--- src/rtl/trisc_pkg.sv ---
// Shared types and constants for the TRISC instruction sequencer.
package trisc_pkg;

    localparam int unsigned INSTR_ADDR_W = 4;
    localparam int unsigned INSTR_OP_W   = 4;

    typedef enum logic [2:0] {
        StIdle    = 3'd0,
        StFetch   = 3'd1,
        StDecode  = 3'd2,
        StExecute = 3'd3,
        StHalt    = 3'd4
    } state_e;

    localparam logic [INSTR_OP_W-1:0] OP_NOP = 4'h0;
    localparam logic [INSTR_OP_W-1:0] OP_LDA = 4'h1;
    localparam logic [INSTR_OP_W-1:0] OP_ADD = 4'h2;
    localparam logic [INSTR_OP_W-1:0] OP_SUB = 4'h3;
    localparam logic [INSTR_OP_W-1:0] OP_STA = 4'h4;
    localparam logic [INSTR_OP_W-1:0] OP_JMP = 4'h5;
    localparam logic [INSTR_OP_W-1:0] OP_JZ  = 4'h6;
    localparam logic [INSTR_OP_W-1:0] OP_HLT = 4'h7;

    localparam logic [1:0] ALU_PASS = 2'b00;
    localparam logic [1:0] ALU_ADD  = 2'b01;
    localparam logic [1:0] ALU_SUB  = 2'b10;

endpackage

--- src/rtl/trisc_pc.sv ---
// Program counter: synchronous clear, then load, then increment with wrap.
module trisc_pc #(
    parameter int unsigned ADDR_W = 4
) (
    input  logic              CLK,
    input  logic              CLEAR,
    input  logic              load,
    input  logic              inc,
    input  logic [ADDR_W-1:0] target,
    output logic [ADDR_W-1:0] pc
);

    logic [ADDR_W-1:0] pc_q;

    always_ff @(posedge CLK) begin
        if (CLEAR) begin
            pc_q <= '0;
        end else if (load) begin
            pc_q <= target;
        end else if (inc) begin
            pc_q <= pc_q + ADDR_W'(1);
        end
    end

    assign pc = pc_q;

endmodule

--- src/rtl/trisc_control.sv ---
// TRISC sequencer: fetch/decode/execute FSM driving accumulator, ALU and memory strobes.
module trisc_control
    import trisc_pkg::*;
#(
    parameter int unsigned ADDR_W = INSTR_ADDR_W,
    parameter int unsigned OP_W   = INSTR_OP_W
) (
    input  logic                   CLK,
    input  logic                   CLEAR,
    input  logic                   RUN,
    input  logic [OP_W+ADDR_W-1:0] INSTR,
    input  logic                   ZFLAG,
    output logic [ADDR_W-1:0]      PC,
    output logic [OP_W+ADDR_W-1:0] IR,
    output logic                   ACC_LD,
    output logic [1:0]             ALU_OP,
    output logic                   MEM_WR,
    output logic                   HALTED,
    output logic [2:0]             STATE
);

    localparam int unsigned IW = OP_W + ADDR_W;

    state_e          state_q;
    logic [IW-1:0]   ir_q;
    logic            acc_ld_q;
    logic [1:0]      alu_op_q;
    logic            mem_wr_q;
    logic            halted_q;
    logic [OP_W-1:0] opcode;
    logic            pc_load;
    logic            pc_inc;

    assign opcode = ir_q[IW-1:ADDR_W];

    always_comb begin
        pc_load = 1'b0;
        pc_inc  = 1'b0;
        if (state_q == StExecute) begin
            pc_load = (opcode == OP_JMP) || ((opcode == OP_JZ) && ZFLAG);
            pc_inc  = !pc_load && (opcode != OP_HLT);
        end
    end

    trisc_pc #(
        .ADDR_W (ADDR_W)
    ) u_pc (
        .CLK    (CLK),
        .CLEAR  (CLEAR),
        .load   (pc_load),
        .inc    (pc_inc),
        .target (ir_q[ADDR_W-1:0]),
        .pc     (PC)
    );

    // Strobes are registered on the DECODE->EXECUTE edge so they are high exactly in EXECUTE.
    always_ff @(posedge CLK) begin
        if (CLEAR) begin
            state_q  <= StIdle;
            ir_q     <= '0;
            acc_ld_q <= 1'b0;
            alu_op_q <= ALU_PASS;
            mem_wr_q <= 1'b0;
            halted_q <= 1'b0;
        end else begin
            acc_ld_q <= 1'b0;
            alu_op_q <= ALU_PASS;
            mem_wr_q <= 1'b0;
            case (state_q)
                StIdle: begin
                    if (RUN) state_q <= StFetch;
                end
                StFetch: begin
                    ir_q    <= INSTR;
                    state_q <= StDecode;
                end
                StDecode: begin
                    state_q <= StExecute;
                    case (opcode)
                        OP_LDA: begin
                            acc_ld_q <= 1'b1;
                            alu_op_q <= ALU_PASS;
                        end
                        OP_ADD: begin
                            acc_ld_q <= 1'b1;
                            alu_op_q <= ALU_ADD;
                        end
                        OP_SUB: begin
                            acc_ld_q <= 1'b1;
                            alu_op_q <= ALU_SUB;
                        end
                        OP_STA:  mem_wr_q <= 1'b1;
                        default: ;
                    endcase
                end
                StExecute: begin
                    if (opcode == OP_HLT) begin
                        state_q  <= StHalt;
                        halted_q <= 1'b1;
                    end else begin
                        state_q <= RUN ? StFetch : StIdle;
                    end
                end
                StHalt: ;
                default: begin
                    state_q  <= StIdle;
                    halted_q <= 1'b0;
                end
            endcase
        end
    end

    assign IR     = ir_q;
    assign ACC_LD = acc_ld_q;
    assign ALU_OP = alu_op_q;
    assign MEM_WR = mem_wr_q;
    assign HALTED = halted_q;
    assign STATE  = state_q;

endmodule

--- config.mk ---
export PLATFORM = sky130hd
export DESIGN_NAME = trisc_control
export DESIGN_NICKNAME = d
export VERILOG_FILES = /design/src/rtl/trisc_pkg.sv /design/src/rtl/trisc_pc.sv /design/src/rtl/trisc_control.sv
export SDC_FILE = /design/constraint.sdc
export NUM_CORES = 1
export LEC_CHECK = 0
export CORE_UTILIZATION = 43
export DETAILED_ROUTE_END_ITERATION = 6
export MAX_ROUTING_LAYER = met4
export PLACE_DENSITY = 0.8
export RECOVER_POWER = 100
export SYNTH_ARGS = -nofsm -noshare
export SYNTH_HDL_FRONTEND = slang
export SYNTH_SLANG_ARGS = --single-unit
--- constraint.sdc ---
create_clock -name CLK -period 1.9 [get_ports CLK]
set_clock_uncertainty 0.1 [all_clocks]
set_input_delay 0.38 -clock CLK [delete_from_list [all_inputs] [get_ports CLK]]
set_output_delay 0.38 -clock CLK [all_outputs]
set_load 0.02 [all_outputs]
==> summary.md <==
| Metric | Value |
|---|---|
| Status | complete, no violations |
| Logic pwr share | 19.6% |
| GR Overflow Total | 0 |
| Ports | 32 |
| Starting Density | 45.90% |
| Clock Tree Buf Depth | 2 |
| Initial antenna violation count | 0 |
| Cell family with most CP delay | buffers and inverters |
| CTS tree | built |
| DR pass1 iterations | 4 |
| Num Clock Sinks | 20 |
| Synthesis Warnings | 0 |
| HPWL after detailed placement | 1311 microns |
| Crit path time final | 1814 ps |
| Sequential area share after synthesis | 44.02% |
| Flops & latches, synth | 20 |
| Final Setup Violations | 0 |
| Routability congestion estimate | 0.7943 |
| Clock share of power | 27.5% |
| Syn nets | 104 |
| Cell Area, Synth | 909.6 sq um |
| Nets | 136 |
| DR vias/cell | 5.188 |
| Max-Cap Viols | 0 |
| Hold Path Class | flop to flop |
| # DRC | 0 |
| Highest clock rate | 0.5514 GHz |
| Post-synthesis cell type count | 36 |
| Die width | 48.00 microns |
| RSZ-0062 raised after global routing | no |
| Worst setup SP type | flop |
| Pin count of the biggest net entering global routing | 17 |
| FILL cells | 184 |
| Worst Path Buf+Inv | 1 |
| Final Hold Viols | 0 |
| Final Total Pwr | 916.2 uW |
| Port Buf Inserts | 31 |
| Number of global-route vias before repair | 644 |
| DRT Wirelength | 1772 microns |
| First-pass GRT wire length | 2760 microns |
| CP cell instances | clkdlybuf4s50_1 |
| Drt wl/cell | 11.89 microns |
| Crit end category | primary output |
| H-tree levels | 1 |
| Net switching power | 262.8 uW |
| Ant diodes | 0 |
| Placed cell areas | 1230 sq um |
| Die area | 2304 sq um |
| Via Count | 773 |
| CP Max Fanout | 5 |
| Most frequent cells in the layout | 17 x dfxtp_1, 17 x clkdlybuf4s50_1, 14 x nor2_1 |
| Clk Latency, worst-skew pair | 300 ps |
| Critical path class | flop to primary output |
| Mapped Avg Cell Area | 9.996 sq um |
| All-Layer GR Usage | 17.86% |
| Crit-path slowest cell | clkdlybuf4s50_1 |
| Pwr/cell area | 759.6 nW/um^2 |
| Slew @ Worst Pin | 668.1 ps |
| Clk slew on worst S/H paths | 110 ps |
| Pleak | 0.4564 nW |
| TritonCTS Buffers | 3 |
| Relative slew slack | 55.46% |
| P_int | 653.4 uW |
| Gate Count Post-Synth | 91 |
| Seq pwr share | 52.9% |
| Placeable core area | 1982 sq um |
| Fin area | 1206 sq um |
| Cell Rows | 16 |
| CP required | 1420 ps |
| Data arrival time of the critical path | 1330 ps |
| Starting DRT DRC Count | 12 |
| Die Y | 48.00 microns |
| Multi-input gate area | 450.4 sq um |
| Share of cells above drive strength 1 | 13.11% |
| FF/Latch Area | 404.1 sq um |
| Switch share | 28.69% |
| Tcrit/Tclk final | 95.45% |
| Area growth from synthesis to layout | 32.60% |
| Final Slew Violations | 0 |
| CTS Root Buffer Type | clkbuf_4 |
| Worst vdd ir | 418.1 uV |
| CP peak stage delay | 620 ps |
| DRT antenna net count | 0 |
-- final cells by class --
type / instances / share of cell area (%)
Multi-Input combinational cell: 64 / 37.34
Sequential cell: 20 / 33.51
Tap cell: 27 / 2.801
Clock buffer: 4 / 3.008
Timing Repair Buffer: 34 / 23.34
-- routing by layer --
metal  vias up  wire, microns  GRT usage, %
li1        391              -             -
met1       361            820         23.92
met2        19            857         25.95
met3         2             80         3.396
met4         0             14         7.778
met5         -              0             -
-- sequential cells by signal, indices dropped and copies added, names as in the netlist --
register,count
STATE,3
MEM_WR,1
ACC_LD,1
u_pc.pc,4
IR,8
HALTED,1
ALU_OP,2
-- synth_stat cells --
library cell  number  area [sq um]
nand2b_4           1         13.76
a22oi_1            2         15.01
mux2i_1            9         90.09
nand2b_1           1         6.260
nand2_2            1         6.260
nand4b_1           1         8.760
nand2_1            5         18.77
nand3b_2           1         11.26
nor4_1             1         6.260
or4_1              1         7.510
or4b_1             2         20.02
a211oi_4           1         20.02
a21oi_1            2         10.01
nand3b_4           1         20.02
nor2_1            14         52.55
nand3_1            2         10.01
and3b_1            1         8.760
nor3_2             1         10.01
nand3b_1           1         7.510
o21a_1             1         7.510
or3_1              1         6.260
clkbuf_1           2         7.510
and3_1             1         6.260
a211oi_2           1         12.51
ha_1               1         12.51
dfxtp_1           20         400.4
nor3b_1            1         7.510
or3b_2             1         8.760
buf_2              1         5.000
and4b_1            1         10.01
xnor2_1            1         8.760
o21ai_0            1         5.000
buf_6              1         11.26
buf_4              3         22.52
a31oi_1            4         25.02
nor3_1             2         10.01
-- stage by stage --
step	setup WS [ps]	util (%)	setup TNS, ps	hold slack [ps]	instances
6_report	86.43	60.86	0	355.2	149
5_1_grt	13.67	60.86	0	376.8	149
4_1_cts	6.719	64.08	0	364.0	149
3_5_place_dp	-32.20	62.06	-32.20	347.5	145
3_3_place_gp	-3.905	62.06	-3.905	341.1	145
2_1_floorplan	253.4	-	0	427.2	91
-- logic make-up after synthesis --
logic type      synth area share, %
mux                           9.904
buf+inv                       5.089
fa+ha+maj                     1.375
compound gates                10.45
flops                         44.02
xor+xnor                     0.9630
simple gates                  28.20
-- worst paths after layout --
| kind | slack (ps) | depth (start not counted) | from | endpoint |
|---|---|---|---|---|
| max | 90 | 1 | u_pc.pc[2] | PC[2] |
| min | 360 | 2 | HALTED | HALTED |
| max reg2reg | 220 | 4 | STATE[2] | u_pc.pc[1] |
| min reg2reg | 360 | 2 | HALTED | HALTED |
-- power groups by stage --
stage / Clock, mW / Combinational, mW / Sequential, mW
2_1_floorplan: 0 / 0.115 / 0.500
3_3_place_gp: 0 / 0.199 / 0.491
3_5_place_dp: 0 / 0.203 / 0.494
4_1_cts: 0.260 / 0.204 / 0.486
5_1_grt: 0.278 / 0.197 / 0.491
6_report: 0.252 / 0.180 / 0.485
-- what timing repair did --
action / in CTS / in global routing
resized for setup: 5 / 7
setup endpoints to repair: 5 / 7
endpoints found under the hold margin: 0 / 0
hold buffers: 0 / 0
setup buffers: 0 / 0
Power figures use the tool's default switching activity.
==> edit 1, RTL diff (config.mk and constraints unchanged) <==
Set the package constant `INSTR_ADDR_W` to 3 (it was 4).
--- a/src/rtl/trisc_pkg.sv
+++ b/src/rtl/trisc_pkg.sv
@@ -1,7 +1,7 @@
 // Shared types and constants for the TRISC instruction sequencer.
 package trisc_pkg;
 
-    localparam int unsigned INSTR_ADDR_W = 4;
+    localparam int unsigned INSTR_ADDR_W = 3;
     localparam int unsigned INSTR_OP_W   = 4;
 
     typedef enum logic [2:0] {
Ports: changed (resized INSTR, IR and PC); port bits go from 32 to 29. No check against the original RTL was run, so the function may have changed too.
==> edit 1 against the original RTL <==
Sequential cell count is 2 lower; routed wire length is 9.0% lower; largest power group unchanged; area after synthesis is 15% lower; critical endpoint is now ALU_OP[0]; maximum frequency is 2.0% lower; hold slack better by 18 ps; worst setup slack worse by 37 ps; total power is 14% lower; cell area is 9.6% lower; synthesized cell count is 14% lower; via count is 11% lower.
==> edit 1: results (changes against the original RTL) <==
[cells_and_area]
nNetsFinal = 122  ; -10%
drive_gt1_frac = 0.1101  ; -0.02106
n_all_buffers = 31  ; -8.8%
final_cells = 133  ; -11%
sh_seq_area = 0.3329  ; -0.002113
nMultiInputCombCells = 56  ; -13%
fillers = 132  ; -28%

[power]
peakVddDrop_uv = 432.5  ; +3.5%

[worst_setup_path]
cpMaxStageDelayCell = dlygate4sd3_1
cpPeakStageDelay_ps = 560  ; -60 ps
cp.arrival_ps = 1980  ; +650 ps
critPathTopFamily = simple AND/OR/NAND/NOR gates
critPathMaxFanout = 3  ; -2

[global_routing]
grtUsageTotal = 0.1960  ; +0.01735
grtUsageMet2 = 0.2971  ; +0.03760
grt_pass1_vias = 621  ; -3.6%
grt_pass1_wl_um = 2704  ; -2.0%
grt_start_max_net_pins = 15  ; -2
grtUsageMet3 = 0.03673  ; +0.002772

[place]
place_hpwl_um = 1181  ; -9.9%
placed_area_um2 = 1077  ; -12%
gp_congestion = 0.7391  ; -6.9%
dpl_worst_slack_ps = -112.7  ; -80.49 ps

[detailed_routing]
drt_iter0_drc = 14  ; +2
num_vias = 689  ; -11%
m1WireLength_um = 729  ; -11%
routedWlPerCell_um = 12.12  ; +1.9%
met2_length_um = 813  ; -5.1%
wl_met3_um = 46  ; -43%

[synthesis]
ys_ff_latch = 18  ; -10%
avgSynthCellArea_um2 = 9.865  ; -1.3%
synth.distinct_cells = 30  ; -17%
yosys.area_share.adder = 0.01626  ; +0.002505
synth_area_leaders = dfxtp_1, mux2i_1, nor2_1

[outcome]
status = finished, final reports clean

[clock_tree]
ctsResizeCount = 4  ; -1

[timing]
slew_headroom = 0.6138  ; +0.05914

==> edit 1: cell types whose count changed in the layout (fill, tap and decap cells not counted), moves of 2 or more <==
cell | unedited run | this run
dlygate4sd3_1 | 6 | 8
a211oi_2 | 2 | 0
clkbuf_1 | 8 | 5
mux2i_1 | 9 | 7
a21oi_1 | 2 | 4
a31oi_1 | 4 | 1
nor2_1 | 14 | 16
nand2_1 | 5 | 2
nand3_1 | 2 | 0
==> edit 1: final timing paths <==
| path | cells past startpoint | slack, ps | startpoint | end |
|---|---|---|---|---|
| max | 4 | 50 | CLEAR | ALU_OP[0] |
| min reg2reg | 2 | 370 | HALTED | HALTED |
| max reg2reg | 4 | 180 | IR[6] | u_pc.pc[2] |
| min | 2 | 370 | HALTED | HALTED |
==> edit 1: where the power goes <==
group	switching (W)	internal (W)
combinational	0.0000625	0.0000720
sequential	0.0000262	0.000395
clock	0.000115	0.000117
total	0.000204	0.000584
==> edit 2, RTL diff (same flow settings) <==
Without the edit above. Add an input register stage for `CLEAR`, `RUN`, `INSTR` and `ZFLAG`, without a reset; this delays them by one clock.
--- a/src/rtl/trisc_control.sv
+++ b/src/rtl/trisc_control.sv
@@ -21,6 +21,18 @@
 
     localparam int unsigned IW = OP_W + ADDR_W;
 
+    logic CLEAR_q;
+    logic RUN_q;
+    logic [OP_W+ADDR_W-1:0] INSTR_q;
+    logic ZFLAG_q;
+
+    always_ff @(posedge CLK) begin
+        CLEAR_q <= CLEAR;
+        RUN_q   <= RUN;
+        INSTR_q <= INSTR;
+        ZFLAG_q <= ZFLAG;
+    end
+
     state_e          state_q;
     logic [IW-1:0]   ir_q;
     logic            acc_ld_q;
@@ -37,7 +49,7 @@
         pc_load = 1'b0;
         pc_inc  = 1'b0;
         if (state_q == StExecute) begin
-            pc_load = (opcode == OP_JMP) || ((opcode == OP_JZ) && ZFLAG);
+            pc_load = (opcode == OP_JMP) || ((opcode == OP_JZ) && ZFLAG_q);
             pc_inc  = !pc_load && (opcode != OP_HLT);
         end
     end
@@ -46,7 +58,7 @@
         .ADDR_W (ADDR_W)
     ) u_pc (
         .CLK    (CLK),
-        .CLEAR  (CLEAR),
+        .CLEAR  (CLEAR_q),
         .load   (pc_load),
         .inc    (pc_inc),
         .target (ir_q[ADDR_W-1:0]),
@@ -55,7 +67,7 @@
 
     // Strobes are registered on the DECODE->EXECUTE edge so they are high exactly in EXECUTE.
     always_ff @(posedge CLK) begin
-        if (CLEAR) begin
+        if (CLEAR_q) begin
             state_q  <= StIdle;
             ir_q     <= '0;
             acc_ld_q <= 1'b0;
@@ -68,10 +80,10 @@
             mem_wr_q <= 1'b0;
             case (state_q)
                 StIdle: begin
-                    if (RUN) state_q <= StFetch;
+                    if (RUN_q) state_q <= StFetch;
                 end
                 StFetch: begin
-                    ir_q    <= INSTR;
+                    ir_q    <= INSTR_q;
                     state_q <= StDecode;
                 end
                 StDecode: begin
@@ -98,7 +110,7 @@
                         state_q  <= StHalt;
                         halted_q <= 1'b1;
                     end else begin
-                        state_q <= RUN ? StFetch : StIdle;
+                        state_q <= RUN_q ? StFetch : StIdle;
                     end
                 end
                 StHalt: ;
Behaviour: not the same (a bounded check fails within 4 cycles, from zero or initial values).
==> edit 2 against the original RTL <==
Worst setup slack worse by 8.2 ps; hold slack better by 21 ps; sequential cell count up 11; total power up 62%; area after synthesis up 16%; sequential share of layout area up 8.7 points; routed wire length up 11%; cell area up 22%.
==> edit 2: results (changes against the original RTL) <==
[outcome]
status = finished, final reports clean

[clock_tree]
cts-htree-levels = 2  ; +1
clock_latency_ps = 320  ; +20 ps
cts_made_buffers = 5  ; +2
path_clk_slew_ps = 90  ; -20 ps
ctsResizeCount = 4  ; -1

[place]
place_inst = 156  ; +7.6%
gp_congestion = 0.7722  ; -2.8%
place_hpwl_um = 1438  ; +9.6%
placed_area_um2 = 1401  ; +14%

[detailed_routing]
m1WireLength_um = 872  ; +6.3%
drt_iter0_drc = 10  ; -2
routedWlPerCell_um = 12.02  ; +1.1%
met2_length_um = 994  ; +16%
wl_met3_um = 86  ; +7.5%

[synthesis]
ys_top_cells_by_count = dfxtp_1, nor2_1, mux2i_1
synthesis.nets = 111  ; +6.7%
avgSynthCellArea_um2 = 10.72  ; +7.3%
synth.distinct_cells = 28  ; -22%
synth_area_leaders = dfxtp_1, mux2i_1, nor2_1
ys_seq_area_frac = 0.5905  ; +0.1503

[timing]
whs_ps = 376.6  ; +21.43 ps
fin_ws_ps = 78.25  ; -8.173 ps
slew_headroom = 0.5439  ; -0.01071

[power]
static-leakage-power_nw = 0.5597  ; +23%
peakVddDrop_uv = 781.4  ; +87%
switchingPower_w = 0.0003249  ; +24%
pg_seq_w = 0.000709  ; +46%

[global_routing]
grtUsageTotal = 0.1762  ; -0.002459
use_met1 = 0.2033  ; -0.03585
grt_pass1_wl_um = 3194  ; +16%
grt_pass1_vias = 740  ; +15%
grtUsageMet2 = 0.2662  ; +0.006774

[min_path]
min_to = IR[6]

[worst_setup_path]
reg2reg_slack_ps = 120  ; -100 ps
crit_path_end = IR[7]
reg2reg_to = u_pc.pc[3]

[cells_and_area]
fillers = 205  ; +11%
drive_gt1_frac = 0.1103  ; -0.02085
nNetsFinal = 148  ; +8.8%

edit 2: cell count changes in the layout (fill, tap and decap cells not counted), moves of 2 or more:
cell,change
dfxtp_1,+14
or3_2,+2
a31oi_1,-2
clkbuf_4,+2
bufinv_16,+2
dfxtp_2,-3
dlygate4sd2_1,+3
a21oi_1,+3
clkbuf_1,-2
dlygate4sd3_1,+10
clkdlybuf4s50_1,-10
edit 2: final cells by class:
cell class | instances | area (µm²) | share of cell area
Tap cell | 28 | 35.03 | 0.02385
Multi-Input combinational cell | 63 | 412.9 | 0.2811
Sequential cell | 31 | 620.6 | 0.4225
Timing Repair Buffer | 34 | 295.3 | 0.2010
Clock buffer | 5 | 37.54 | 0.02555
Clock inverter | 3 | 67.56 | 0.04600
edit 2: cells by family (layout without fill, tap and decap cells):
kind of cell,Yosys count,after routing,synth area share
flops,31,31,0.5905
fa+ha+maj,1,1,0.01190
mux,8,8,0.07619
simple gates,40,40,0.2143
xor+xnor,1,1,0.008335
compound gates,13,13,0.08213
buf+inv,4,42,0.01667
